<file path="config.mk">
export PLATFORM = sky130hd
export DESIGN_NAME = integer_divide
export DESIGN_NICKNAME = d
export VERILOG_FILES = /design/src/rtl/integer_divide.sv
export SDC_FILE = /design/constraint.sdc
export NUM_CORES = 1
export LEC_CHECK = 0
export BUFFER_PORTS_ARGS = -buffer_cell sky130_fd_sc_hd__buf_2
export CORE_AREA = 2 2 134 123
export CTS_BUF_LIST = sky130_fd_sc_hd__clkbuf_8
export DETAILED_ROUTE_END_ITERATION = 10
export DIE_AREA = 0 0 136 125
export GPL_TIMING_DRIVEN = 0
export SLEW_MARGIN = 40
export SYNTH_ARGS = -nofsm -noshare
export SYNTH_HDL_FRONTEND = slang
export SYNTH_SLANG_ARGS = --single-unit
</file>
<file path="constraint.sdc">
create_clock -name i_clk -period 2.6 [get_ports i_clk]
set_input_delay 0.52 -clock i_clk [delete_from_list [all_inputs] [get_ports i_clk]]
set_output_delay 0.52 -clock i_clk [all_outputs]
set_load 0.005 [all_outputs]
</file>
<file path="src/rtl/integer_divide.sv">
// rtl/integer_divide.sv - multi-cycle restoring integer divider with result backpressure
// Optional signed support: define INTEGER_DIVIDE_SIGNED_EN.
module integer_divide #(
    parameter int WIDTH          = 16,
    parameter int BITS_PER_CYCLE = 1
) (
    input  logic             i_clk,
    input  logic             i_reset_n,
    input  logic             i_start,
    input  logic             i_signed,
    input  logic [WIDTH-1:0] i_dividend,
    input  logic [WIDTH-1:0] i_divisor,
    input  logic             i_ack,
    output logic             o_ready,
    output logic             o_valid,
    output logic [WIDTH-1:0] o_quotient,
    output logic [WIDTH-1:0] o_remainder,
    output logic             o_div_by_zero,
    output logic             o_overflow
);
    localparam int STEPS = WIDTH / BITS_PER_CYCLE;
    localparam int CNT_W = (STEPS > 1) ? $clog2(STEPS) : 1;
    localparam logic [WIDTH-1:0] MIN_NEG = {1'b1, {(WIDTH-1){1'b0}}};

    typedef enum logic [1:0] {S_IDLE, S_RUN, S_FIXUP, S_DONE} state_t;
    state_t state, state_nxt;

    logic [CNT_W-1:0] step_cnt;
    logic [WIDTH-1:0] quo, dvs, quo_nxt, quo_fix, rem_fix;
    logic [WIDTH:0]   rem, rem_nxt;
    logic [WIDTH-1:0] dvd_mag, dvs_mag;
    logic             div_zero;

`ifdef INTEGER_DIVIDE_SIGNED_EN
    logic dvd_neg, dvs_neg, q_neg, r_neg, ovf_case, res_ovf;

    assign dvd_neg = i_signed & i_dividend[WIDTH-1];
    assign dvs_neg = i_signed & i_divisor[WIDTH-1];
    assign dvd_mag = dvd_neg ? -i_dividend : i_dividend;
    assign dvs_mag = dvs_neg ? -i_divisor : i_divisor;
    assign quo_fix = q_neg ? -quo : quo;
    // With a zero divisor the partial remainder ends as |dividend|, so re-signing restores the dividend.
    assign rem_fix = r_neg ? -rem[WIDTH-1:0] : rem[WIDTH-1:0];
    assign o_overflow = res_ovf;
`else
    logic unused_signed;

    assign unused_signed = i_signed;
    assign dvd_mag = i_dividend;
    assign dvs_mag = i_divisor;
    assign quo_fix = quo;
    assign rem_fix = rem[WIDTH-1:0];
    assign o_overflow = 1'b0;
`endif

    assign o_ready = (state == S_IDLE);
    assign o_valid = (state == S_DONE);

    always_comb begin
        rem_nxt = rem;
        quo_nxt = quo;
        for (int i = 0; i < BITS_PER_CYCLE; i++) begin
            rem_nxt = {rem_nxt[WIDTH-1:0], quo_nxt[WIDTH-1]};
            quo_nxt = {quo_nxt[WIDTH-2:0], 1'b0};
            if (rem_nxt >= {1'b0, dvs}) begin
                rem_nxt    = rem_nxt - {1'b0, dvs};
                quo_nxt[0] = 1'b1;
            end
        end
    end

    always_comb begin
        state_nxt = state;
        case (state)
            S_IDLE:  if (i_start) state_nxt = S_RUN;
            S_RUN:   if (step_cnt == CNT_W'(STEPS - 1)) state_nxt = S_FIXUP;
            S_FIXUP: state_nxt = S_DONE;
            S_DONE:  if (i_ack) state_nxt = S_IDLE;
            default: state_nxt = S_IDLE;
        endcase
    end

    always_ff @(posedge i_clk or negedge i_reset_n) begin
        if (!i_reset_n) begin
            state <= S_IDLE;
        end else begin
            state <= state_nxt;
        end
    end

    always_ff @(posedge i_clk or negedge i_reset_n) begin
        if (!i_reset_n) begin
            step_cnt      <= '0;
            quo           <= '0;
            dvs           <= '0;
            rem           <= '0;
            div_zero      <= 1'b0;
            o_quotient    <= '0;
            o_remainder   <= '0;
            o_div_by_zero <= 1'b0;
`ifdef INTEGER_DIVIDE_SIGNED_EN
            q_neg         <= 1'b0;
            r_neg         <= 1'b0;
            ovf_case      <= 1'b0;
            res_ovf       <= 1'b0;
`endif
        end else begin
            case (state)
                S_IDLE: if (i_start) begin
                    quo      <= dvd_mag;
                    dvs      <= dvs_mag;
                    rem      <= '0;
                    step_cnt <= '0;
                    div_zero <= (i_divisor == '0);
`ifdef INTEGER_DIVIDE_SIGNED_EN
                    q_neg    <= dvd_neg ^ dvs_neg;
                    r_neg    <= dvd_neg;
                    ovf_case <= i_signed && (i_dividend == MIN_NEG) && (i_divisor == '1);
`endif
                end
                S_RUN: begin
                    quo      <= quo_nxt;
                    rem      <= rem_nxt;
                    step_cnt <= step_cnt + CNT_W'(1);
                end
                S_FIXUP: begin
                    o_quotient    <= div_zero ? '1 : quo_fix;
                    o_remainder   <= rem_fix;
                    o_div_by_zero <= div_zero;
`ifdef INTEGER_DIVIDE_SIGNED_EN
                    res_ovf       <= ovf_case;
                    if (ovf_case) begin
                        o_quotient  <= MIN_NEG;
                        o_remainder <= '0;
                    end
`endif
                end
                default: ;
            endcase
        end
    end
endmodule

</file>
==> impl_metrics.py, run 1 <==
metrics = {
    "outcome": {
        "status": "finished, final reports clean",
    },
    "final_layout": {
        "seq_area_um2": 2210,
        "fill_cells": 1647,
        "n_antenna_cell": 0,
        "drive_above_1_share_pct": 26.0,
        "final_core_util_pct": 34.9,
        "syn_to_final_growth_pct": 19.7,
        "nets": 600,
        "multiInputGateArea_um2": 2260,
    },
    "logic_synthesis": {
        "synth_commonest_cells": "dfrtp_1 (88), nor2_1 (44), nand2_1 (43), mux2_2 (33), o21ai_0 (30)",
        "netlist.area_leader.share_pct": 48.0,
        "netlist_area_um2": 4580,
        "synthCells": 458,
        "synth_edf_count": 0,
        "synth.area.top_cells": "dfrtp_1 (48%), mux2_2 (8.1%), ha_1 (5.7%), mux2i_1 (3.7%), nor2_1 (3.6%)",
        "async_flop_share_pct": 100,
        "ys_ff_latch": 88,
        "synth_area_per_cell_um2": 10.0,
        "yosysSeqAreaShare_pct": 48.0,
        "ys.flop_type": "dfrtp_1",
        "synth_area_leader_cell": "dfrtp_1",
        "yosysWarningCount": 0,
        "synthDistinctLibCells": 52,
        "post-synth-top-count-cell": "dfrtp_1",
        "syn-num-nets": 517,
    },
    "grt": {
        "grt_pass1_wl_um": 18300,
        "antenna_found_initial": 0,
        "grt-busiest-layer": "met1",
        "use_met3_pct": 2.51,
        "met2_usage_pct": 19.9,
        "first_global_vias": 3537,
        "grt_usage_pct": 13.6,
        "grt_overflow_total": 0,
        "use_met1_pct": 20.0,
        "grt_max_degree": 58,
    },
    "power": {
        "swShare_pct": 43.6,
        "ir_worst_vdd_v": 0.000390,
        "clockPowerShare_pct": 11.7,
        "powerDensity_nw_per_um2": 1390,
        "power.switching_mw": 3.32,
        "comb_power_share_pct": 56.0,
        "p_leak_nw": 2.53,
        "p_int_mw": 4.30,
        "pwr-share-seq_pct": 32.3,
    },
    "clock_network": {
        "clockBufferDepth": 2,
        "cts_buffers": 9,
        "cts_htree_levels": 3,
        "cts_root_buf": "clkbuf_8",
        "clkTransAtPathRegs_ps": 90,
        "cts_tree": "done",
        "cts_sinks": 88,
        "clk_latency_ps": 370,
    },
    "sta": {
        "layout_setup_ws_ps": 123,
        "tns_ps": 0,
        "rsz0062_at_grt": "no",
        "finalCritPeriodShare_pct": 95.3,
        "hold_viol": 0,
        "relSlewSlack_pct": 55.0,
        "setup_viol": 0,
        "worst_clock_skew_ps": 14.2,
        "period_minus_slack_ps": 2480,
        "fmax_ghz": 0.404,
        "worst_pin_slew_ps": 675,
        "final_max_slew_viol_count": 0,
    },
    "critical_path": {
        "critPathMaxFanout": 10,
        "r2r_cells": 9,
        "cpMostUsedCell": "a21oi_2",
        "cpMaxStageDelayCell": "or4_1",
        "arrival_ps": 2770,
        "worstSetupStartpointType": "flop",
        "slowest_delay_ps": 500,
        "endpoint_kind": "flop",
        "worstPathRequired_ps": 2900,
        "crit_chain": "ha_4, nand2_1, or3_4, a21oi_2, a21oi_2, o21a_1, buf_6, or4_1, nand3_1",
        "critPathKind": "flop to flop",
    },
    "placement": {
        "io_buffers": 70,
        "gp_congestion": 0.840,
        "post-place-ws_ps": 31.3,
        "hpwl_um": 8650,
    },
    "floorplanning": {
        "die_h_um": 125,
        "start_util_pct": 29.1,
        "fp-row-count": 44,
        "die_w_um": 136,
        "core-area_um2": 15700,
        "ios": 73,
        "die_area_um2": 17000,
    },
    "routing": {
        "wire_per_inst_um": 15.0,
        "drtPass1Iterations": 4,
        "drtIter0Drc": 214,
        "drtAntennaViolNets": 0,
        "vias": 3649,
        "viasPerCell": 4.85,
        "wl_um": 11300,
        "drc": 0,
    },
    "hold_path": {
        "hold_class": "input port to async pin",
    },
    "flow_run": {
        "cap_viol_max_count": 0,
    },
}
[state kept, by name (all words and copies together), names as in the netlist]
signal / count
div_zero: 1
o_div_by_zero: 1
dvs: 16
o_remainder: 16
state: 2
rem: 16
quo: 16
o_quotient: 16
step_cnt: 4
[cell families after synthesis]
family | share of synthesized area [%]
flip-flops | 48.0
buffers and inverters | 4.04
adder cells (fa/ha/maj) | 6.17
XOR/XNOR | 2.48
AND/OR/NAND/NOR | 13.8
other | 0.0818
AO/OA/AOI/OAI | 13.6
multiplexers | 11.8
[layer usage]
metal | vias up | part of all wire [%] | wire length (um)
li1 | 1778 | - | -
met1 | 1752 | 50 | 5640
met2 | 101 | 44 | 4930
met3 | 18 | 4.4 | 491
met4 | 0 | 1.9 | 212
met5 | - | 0 | 0
[power by group through the flow]
stage / Sequential [mW] / Clock [mW] / Combinational, mW
after floorplan: 2.36 / 0 / 3.03
after global placement: 2.44 / 0 / 3.99
after detailed placement: 2.47 / 0 / 4.11
after CTS: 2.45 / 0.925 / 4.12
after global routing: 2.54 / 0.980 / 4.78
final: 2.46 / 0.891 / 4.27
[worst max-delay path, delay by kind of cell, from the launching register on]
| family | cells | cell delay [ps] |
|---|---|---|
| simple gates | 4 | 1050 |
| flops | 1 | 460 |
| compound gates | 3 | 440 |
| buf+inv | 1 | 140 |
| fa+ha+maj | 1 | 320 |
[worst paths after layout]
check | start | slack, ps | end
min in group i_clk | i_divisor[15] | 400 | dvs[15]
worst min-delay path | i_reset_n | 20 | o_quotient[11]
worst min register to register | step_cnt[2] | 500 | step_cnt[2]
worst max register to register | rem[6] | 120 | rem[3]
worst max-delay path | rem[6] | 120 | rem[3]
max in group asynchronous | i_reset_n | 1970 | dvs[1]
[timing repair]
| action | in CTS | in global routing |
|---|---|---|
| hold buffers | 0 | 0 |
| gates resized for setup | 0 | 16 |
| setup buffers | 0 | 1 |
| endpoints found under the setup margin | 0 | 16 |
[layout make-up]
class / count / share of cell area (%)
Timing Repair Buffer: 72 / 7.14
Clock inverter: 5 / 0.570
Tap cell: 207 / 4.72
Inverter: 22 / 1.50
Multi-Input combinational cell: 324 / 41.2
Clock buffer: 11 / 2.76
Buffer: 24 / 1.89
Sequential cell: 88 / 40.2
[stage by stage]
stage	cell area [um^2]	total power, mW	std cells	hold slack, ps
floorplan	4580	5.39	458	224
global placement	5190	6.43	735	474
detailed placement	5230	6.58	736	424
CTS	5410	7.50	752	1.73
global route	5490	8.30	753	12.7
finish	5490	7.62	753	17.2
[placed cells by master (no fill, tap or decap), types with 11 or more instances in the layout]
| master | n |
|---|---|
| mux2i_1 | 17 |
| clkbuf_8 | 11 |
| inv_1 | 24 |
| dfrtp_1 | 84 |
| nand3_1 | 26 |
| mux2_2 | 33 |
| a21oi_1 | 25 |
| o21ai_0 | 30 |
| buf_2 | 70 |
| clkbuf_1 | 15 |
| nand2_1 | 43 |
| ha_1 | 15 |
| nor2_1 | 44 |
Power figures use the tool's default switching activity.
==> run 2: changes to the inputs <==
--- a/config.mk
+++ b/config.mk
@@ -6,10 +6,10 @@
 export NUM_CORES = 1
 export LEC_CHECK = 0
 export BUFFER_PORTS_ARGS = -buffer_cell sky130_fd_sc_hd__buf_2
-export CORE_AREA = 2 2 134 123
+export CORE_AREA = 2 2 128 117
 export CTS_BUF_LIST = sky130_fd_sc_hd__clkbuf_8
 export DETAILED_ROUTE_END_ITERATION = 10
-export DIE_AREA = 0 0 136 125
+export DIE_AREA = 0 0 130 119
 export GPL_TIMING_DRIVEN = 0
 export SLEW_MARGIN = 40
 export SYNTH_ARGS = -nofsm -noshare
==> run 2 against run 1 <==
Clock-buffer cell count unchanged. Clock power increased by 14%. Cell count decreased by 1.2%. Sequential share of layout area decreased by 0.13 points. Critical path type unchanged. Combinational power about the same.
==> impl_metrics.py, run 2 (same netlist as run 1, synthesis figures left out) <==
metrics = {
    "sta": {
        "worst_clock_skew_ps": 10.8,
        "period_minus_slack_ps": 2520,
        "finalCritPeriodShare_pct": 96.8,
        "final_max_slew_viol_count": 0,
        "hold_viol": 0,
        "whs_ps": 48.5,
        "worst_pin_slew_ps": 621,
        "fmax_ghz": 0.397,
        "setup_viol": 0,
        "tns_ps": 0,
        "relSlewSlack_pct": 58.6,
    },
    "grt": {
        "grt_pass1_wl_um": 18000,
        "grt_overflow_total": 0,
        "grt_max_degree": 46,
        "grt_usage_pct": 15.0,
        "antenna_found_initial": 0,
        "first_global_vias": 3550,
    },
    "critical_path": {
        "worstSetupStartpointType": "flop",
        "critPathMaxFanout": 10,
        "path_buf_inv": 1,
        "cpMaxStageDelayCell": "or4_1",
        "worstPathRequired_ps": 2920,
        "crit_chain": "ha_1, nor3_1, or3_4, a21oi_2, a21oi_2, o21a_1, buf_6, or4_1, nand3_1",
        "endpoint_kind": "flop",
        "critPathKind": "flop to flop",
        "crit_family": "simple AND/OR/NAND/NOR gates",
        "arrival_ps": 2840,
        "cpMostUsedCell": "a21oi_2",
        "slowest_delay_ps": 510,
    },
    "floorplanning": {
        "core-area_um2": 14300,
        "start_util_pct": 32.0,
        "die_h_um": 119,
        "ios": 73,
        "fp-row-count": 42,
        "die_area_um2": 15500,
        "die_w_um": 130,
    },
    "final_layout": {
        "nets": 600,
        "most-common-layout-cells": "dfrtp_1 (87), buf_2 (70), nor2_1 (44), nand2_1 (43), mux2_2 (33)",
        "fill_cells": 1460,
        "n_antenna_cell": 0,
        "final_common_cell": "dfrtp_1",
        "syn_to_final_growth_pct": 19.9,
        "drive_above_1_share_pct": 25.5,
        "final_core_util_pct": 38.3,
    },
    "power": {
        "comb_power_share_pct": 55.1,
        "power.switching_mw": 3.34,
        "p_leak_nw": 2.56,
        "p_int_mw": 4.39,
        "clockPowerShare_pct": 13.2,
        "powerDensity_nw_per_um2": 1410,
        "pwr-share-seq_pct": 31.7,
        "swShare_pct": 43.2,
        "ir_worst_vdd_v": 0.000431,
    },
    "flow_run": {
        "cap_viol_max_count": 0,
    },
    "clock_network": {
        "cts_tree": "done",
        "ctsHoldBuffers": 0,
        "cts_htree_levels": 3,
        "clk_latency_ps": 380,
        "cts_root_buf": "clkbuf_8",
        "cts_buffers": 9,
        "clkTransAtPathRegs_ps": 90,
        "cts_sinks": 88,
        "clockBufferDepth": 2,
    },
    "routing": {
        "viasPerCell": 4.86,
        "wl_um": 11100,
        "vias": 3614,
        "drtIter0Drc": 180,
        "drtPass1Iterations": 5,
        "drc": 0,
        "wire_per_inst_um": 15.0,
        "drtAntennaViolNets": 0,
    },
    "placement": {
        "io_buffers": 70,
        "hpwl_um": 8530,
        "gp_congestion": 0.824,
    },
    "outcome": {
        "status": "finished, final reports clean",
    },
    "hold_path": {
        "hold_class": "input port to async pin",
    },
}
run 2: changes by cell type in the layout (fill, tap and decap cells not counted), sizes merged:
cell,change
clkinv,+2
clkinvlp,-1
clkbuf,+1
inv,-2
bufinv,+1
buf,-1
run 2: path summary, 6_finish.rpt:
check | from | to | slack (ps) | cells past startpoint
worst max-delay path | rem[4] | rem[3] | 80 | 9
min in group i_clk | i_divisor[15] | dvs[15] | 390 | 2
max in group asynchronous | i_reset_n | o_remainder[0] | 1970 | 2
worst min register to register | step_cnt[2] | step_cnt[2] | 500 | 1
worst min-delay path | i_reset_n | o_quotient[10] | 50 | 1
worst max register to register | rem[4] | rem[3] | 80 | 9
run 2: power groups by stage:
stage,Sequential (mW),Combinational (mW),Clock [mW]
2_1_floorplan,2.36,3.03,0
3_3_place_gp,2.44,4.00,0
3_5_place_dp,2.48,4.11,0
4_1_cts,2.45,4.13,1.04
5_1_grt,2.55,4.76,1.10
6_report,2.45,4.26,1.02
run 2: final cells by class:
class                           count  area [um^2]  share of cell area, %
Tap cell                          198          248                   4.51
Clock inverter                      5         63.8                   1.16
Sequential cell                    88         2200                   40.1
Inverter                           22         82.6                   1.50
Clock buffer                       11          151                   2.75
Buffer                             24          105                   1.91
Multi-Input combinational cell    324         2250                   41.0
Timing Repair Buffer               72          392                   7.12
run 2: repair_timing:
| item | in CTS | in global routing |
|---|---|---|
| gates resized for setup | 1 | 13 |
| endpoints found under the setup margin | 1 | 18 |
| buffers inserted | 0 | 1 |
run 2: per-stage QoR:
step                area [um^2]  setup slack (ps)  power [mW]  cells
floorplan                  4580               247        5.39    458
global placement           5180              2.84        6.45    726
detailed placement         5220              27.8        6.58    727
CTS                        5430              1.45        7.62    743
global route               5500             -7.43        8.40    744
finish                     5500              84.1        7.73    744
run 2: per-layer routing:
layer	up-vias	global-route usage, %	part of all wire, %
met5	-	0	0
met4	0	4.17	1.6
met3	13	4.09	4.9
met2	77	22.5	45
met1	1752	21.2	48
li1	1772	-	-
run 2: worst register-to-register path: cells and delay by family, from the launching register on:
kind / cells / cell delay (ps)
buffers and inverters: 1 / 140
DFF: 1 / 440
and+or+nand+nor: 4 / 1040
AOI/OAI and AO/OA: 3 / 460
adders and majority gates: 1 / 380
==> run 3: changes to the inputs <==
--- a/config.mk
+++ b/config.mk
@@ -6,11 +6,11 @@
 export NUM_CORES = 1
 export LEC_CHECK = 0
 export BUFFER_PORTS_ARGS = -buffer_cell sky130_fd_sc_hd__buf_2
-export CORE_AREA = 2 2 128 117
+export CORE_AREA = 2 2 96 89
 export CTS_BUF_LIST = sky130_fd_sc_hd__clkbuf_8
 export DETAILED_ROUTE_END_ITERATION = 10
-export DIE_AREA = 0 0 130 119
-export GPL_TIMING_DRIVEN = 0
+export DIE_AREA = 0 0 98 91
+export PLACE_DENSITY = 0.82
 export SLEW_MARGIN = 40
 export SYNTH_ARGS = -nofsm -noshare
 export SYNTH_HDL_FRONTEND = slang
==> run 3 against run 2 <==
Register-to-register slack gained 70 ps. Sequential share of layout area grew 1.4 points. Worst setup slack gained 72 ps. Largest cell class is now sequential cells.
==> impl_metrics.py, run 3 (same netlist as run 1, synthesis figures left out) <==
metrics = {
    "sta": {
        "fmax_ghz": 0.409,
        "worst_clock_skew_ps": 12.2,
        "layout_setup_ws_ps": 156,
        "period_minus_slack_ps": 2440,
        "finalCritPeriodShare_pct": 94.0,
        "worst_pin_slew_ps": 641,
        "tns_ps": 0,
        "relSlewSlack_pct": 57.3,
        "hold_viol": 0,
        "final_max_slew_viol_count": 0,
        "rsz0062_at_grt": "no",
        "whs_ps": 152,
        "setup_viol": 0,
    },
    "clock_network": {
        "cts_tree": "done",
        "ctsHoldBuffers": 0,
        "cts_htree_levels": 3,
        "clkTransAtPathRegs_ps": 90,
        "cts_buffers": 9,
        "cts_sinks": 88,
        "clk_latency_ps": 360,
        "clockBufferDepth": 2,
        "cts_root_buf": "clkbuf_8",
    },
    "placement": {
        "gp_congestion": 0.920,
        "io_buffers": 70,
        "dp.cells": 616,
        "hpwl_um": 7390,
        "post-place-ws_ps": 152,
    },
    "floorplanning": {
        "die_h_um": 91,
        "start_util_pct": 58.2,
        "fp-row-count": 31,
        "die_w_um": 98,
        "die_area_um2": 8920,
        "core-area_um2": 7870,
        "ios": 73,
    },
    "power": {
        "powerDensity_nw_per_um2": 1430,
        "ir_worst_vdd_v": 0.000660,
        "p_leak_nw": 2.57,
    },
    "critical_path": {
        "critPathKind": "flop to flop",
        "endpoint_kind": "flop",
        "crit_chain": "inv_1, ha_1, fa_1, nor2b_1, o211ai_1, a2111o_1, nand3_1, o311a_1, xnor2_1, o21ai_0",
        "worstSetupStartpointType": "flop",
        "cpMaxStageDelayCell": "a2111o_1",
        "slowest_delay_ps": 460,
        "worstPathRequired_ps": 2840,
        "critPathMaxFanout": 3,
        "arrival_ps": 2680,
    },
    "flow_run": {
        "cap_viol_max_count": 0,
    },
    "routing": {
        "drtPass1Iterations": 4,
        "drc": 0,
        "wl_um": 10000,
        "drtAntennaViolNets": 0,
        "wire_per_inst_um": 15.8,
        "vias": 3647,
        "viasPerCell": 5.75,
        "drtIter0Drc": 191,
    },
    "grt": {
        "grt_pass1_wl_um": 16900,
        "grt_overflow_total": 0,
        "first_global_vias": 3540,
        "antenna_found_initial": 0,
        "grt_max_degree": 47,
        "grt_usage_pct": 23.5,
    },
    "final_layout": {
        "drive_above_1_share_pct": 26.4,
        "final_common_cell": "dfrtp_1",
        "n_antenna_cell": 0,
        "final_cells": 634,
        "syn_to_final_growth_pct": 15.9,
        "fill_cells": 630,
        "most-common-layout-cells": "dfrtp_1 (88), buf_2 (69), nor2_1 (44), nand2_1 (43), mux2_2 (33)",
        "nets": 589,
    },
    "hold_path": {
        "hold_class": "input port to async pin",
    },
    "outcome": {
        "status": "finished, final reports clean",
    },
}
[run 3: cell types whose count changed in the layout (fill, tap and decap cells not counted), moves of 2 or more]
cell      before  now
buf_4          2   15
buf_1          4    0
ha_4           3    0
clkbuf_8      11    9
buf_6          2    0
ha_1          18   20
clkbuf_2       2    0
clkbuf_1      15    0
[run 3: timing repair]
| action | 4_1_cts | 5_1_grt |
|---|---|---|
| gates resized for setup | 0 | 1 |
| endpoints found under the setup margin | 0 | 1 |
| setup buffers | 0 | 2 |
[run 3: per-stage QoR]
step | instance area [um^2] | power (mW) | utilization (%)
2_1_floorplan | 4580 | 5.39 | -
6_report | 5310 | 7.62 | 67.5
3_3_place_gp | 5070 | 6.28 | 64.4
3_5_place_dp | 5070 | 6.51 | 64.4
4_1_cts | 5300 | 7.60 | 67.3
5_1_grt | 5310 | 8.24 | 67.5
[run 3: final cells by class]
type / instances / area (um^2) / area share, %
repair buffers: 85 / 478 / 9.00
multi-input cells: 324 / 2200 / 41.4
inverters: 22 / 82.6 / 1.55
clock inverters: 7 / 103 / 1.93
flip-flops and latches: 88 / 2200 / 41.5
clock buffers: 9 / 124 / 2.33
well taps: 99 / 124 / 2.33
[run 3: metal layers]
metal	track usage [%]	vias to the layer above	wire length, um
li1	-	1764	-
met1	33.2	1753	4520
met2	36.8	117	4750
met3	5.70	13	591
met4	6.02	0	137
met5	0	-	0
[run 3: worst paths after layout]
| path | startpoint | to | slack, ps | depth (start not counted) |
|---|---|---|---|---|
| setup / recovery | quo[15] | rem[12] | 160 | 10 |
| hold / removal | i_reset_n | dvs[6] | 150 | 1 |
| setup reg to reg | quo[15] | rem[12] | 160 | 10 |
| hold reg to reg | o_remainder[9] | o_remainder[9] | 510 | 1 |
| max in group asynchronous | i_reset_n | step_cnt[1] | 1850 | 2 |
| min in group i_clk | i_divisor[5] | dvs[5] | 400 | 2 |
[run 3: where the power goes]
| group | switching (mW) | total (mW) | internal, mW |
|---|---|---|---|
| combinational | 2.27 | 4.11 | 1.85 |
| sequential | 0.446 | 2.45 | 2.00 |
| clock | 0.504 | 1.06 | 0.553 |
[run 3: critical path, delay by kind of cell (launching register included)]
| family | cells | cell delay [ps] |
|---|---|---|
| AOI/OAI and AO/OA | 4 | 850 |
| adders and majority gates | 2 | 620 |
| DFF | 1 | 390 |
| and+or+nand+nor | 2 | 270 |
| xor gates and xnor gates | 1 | 120 |
| buffers and inverters | 1 | 60 |
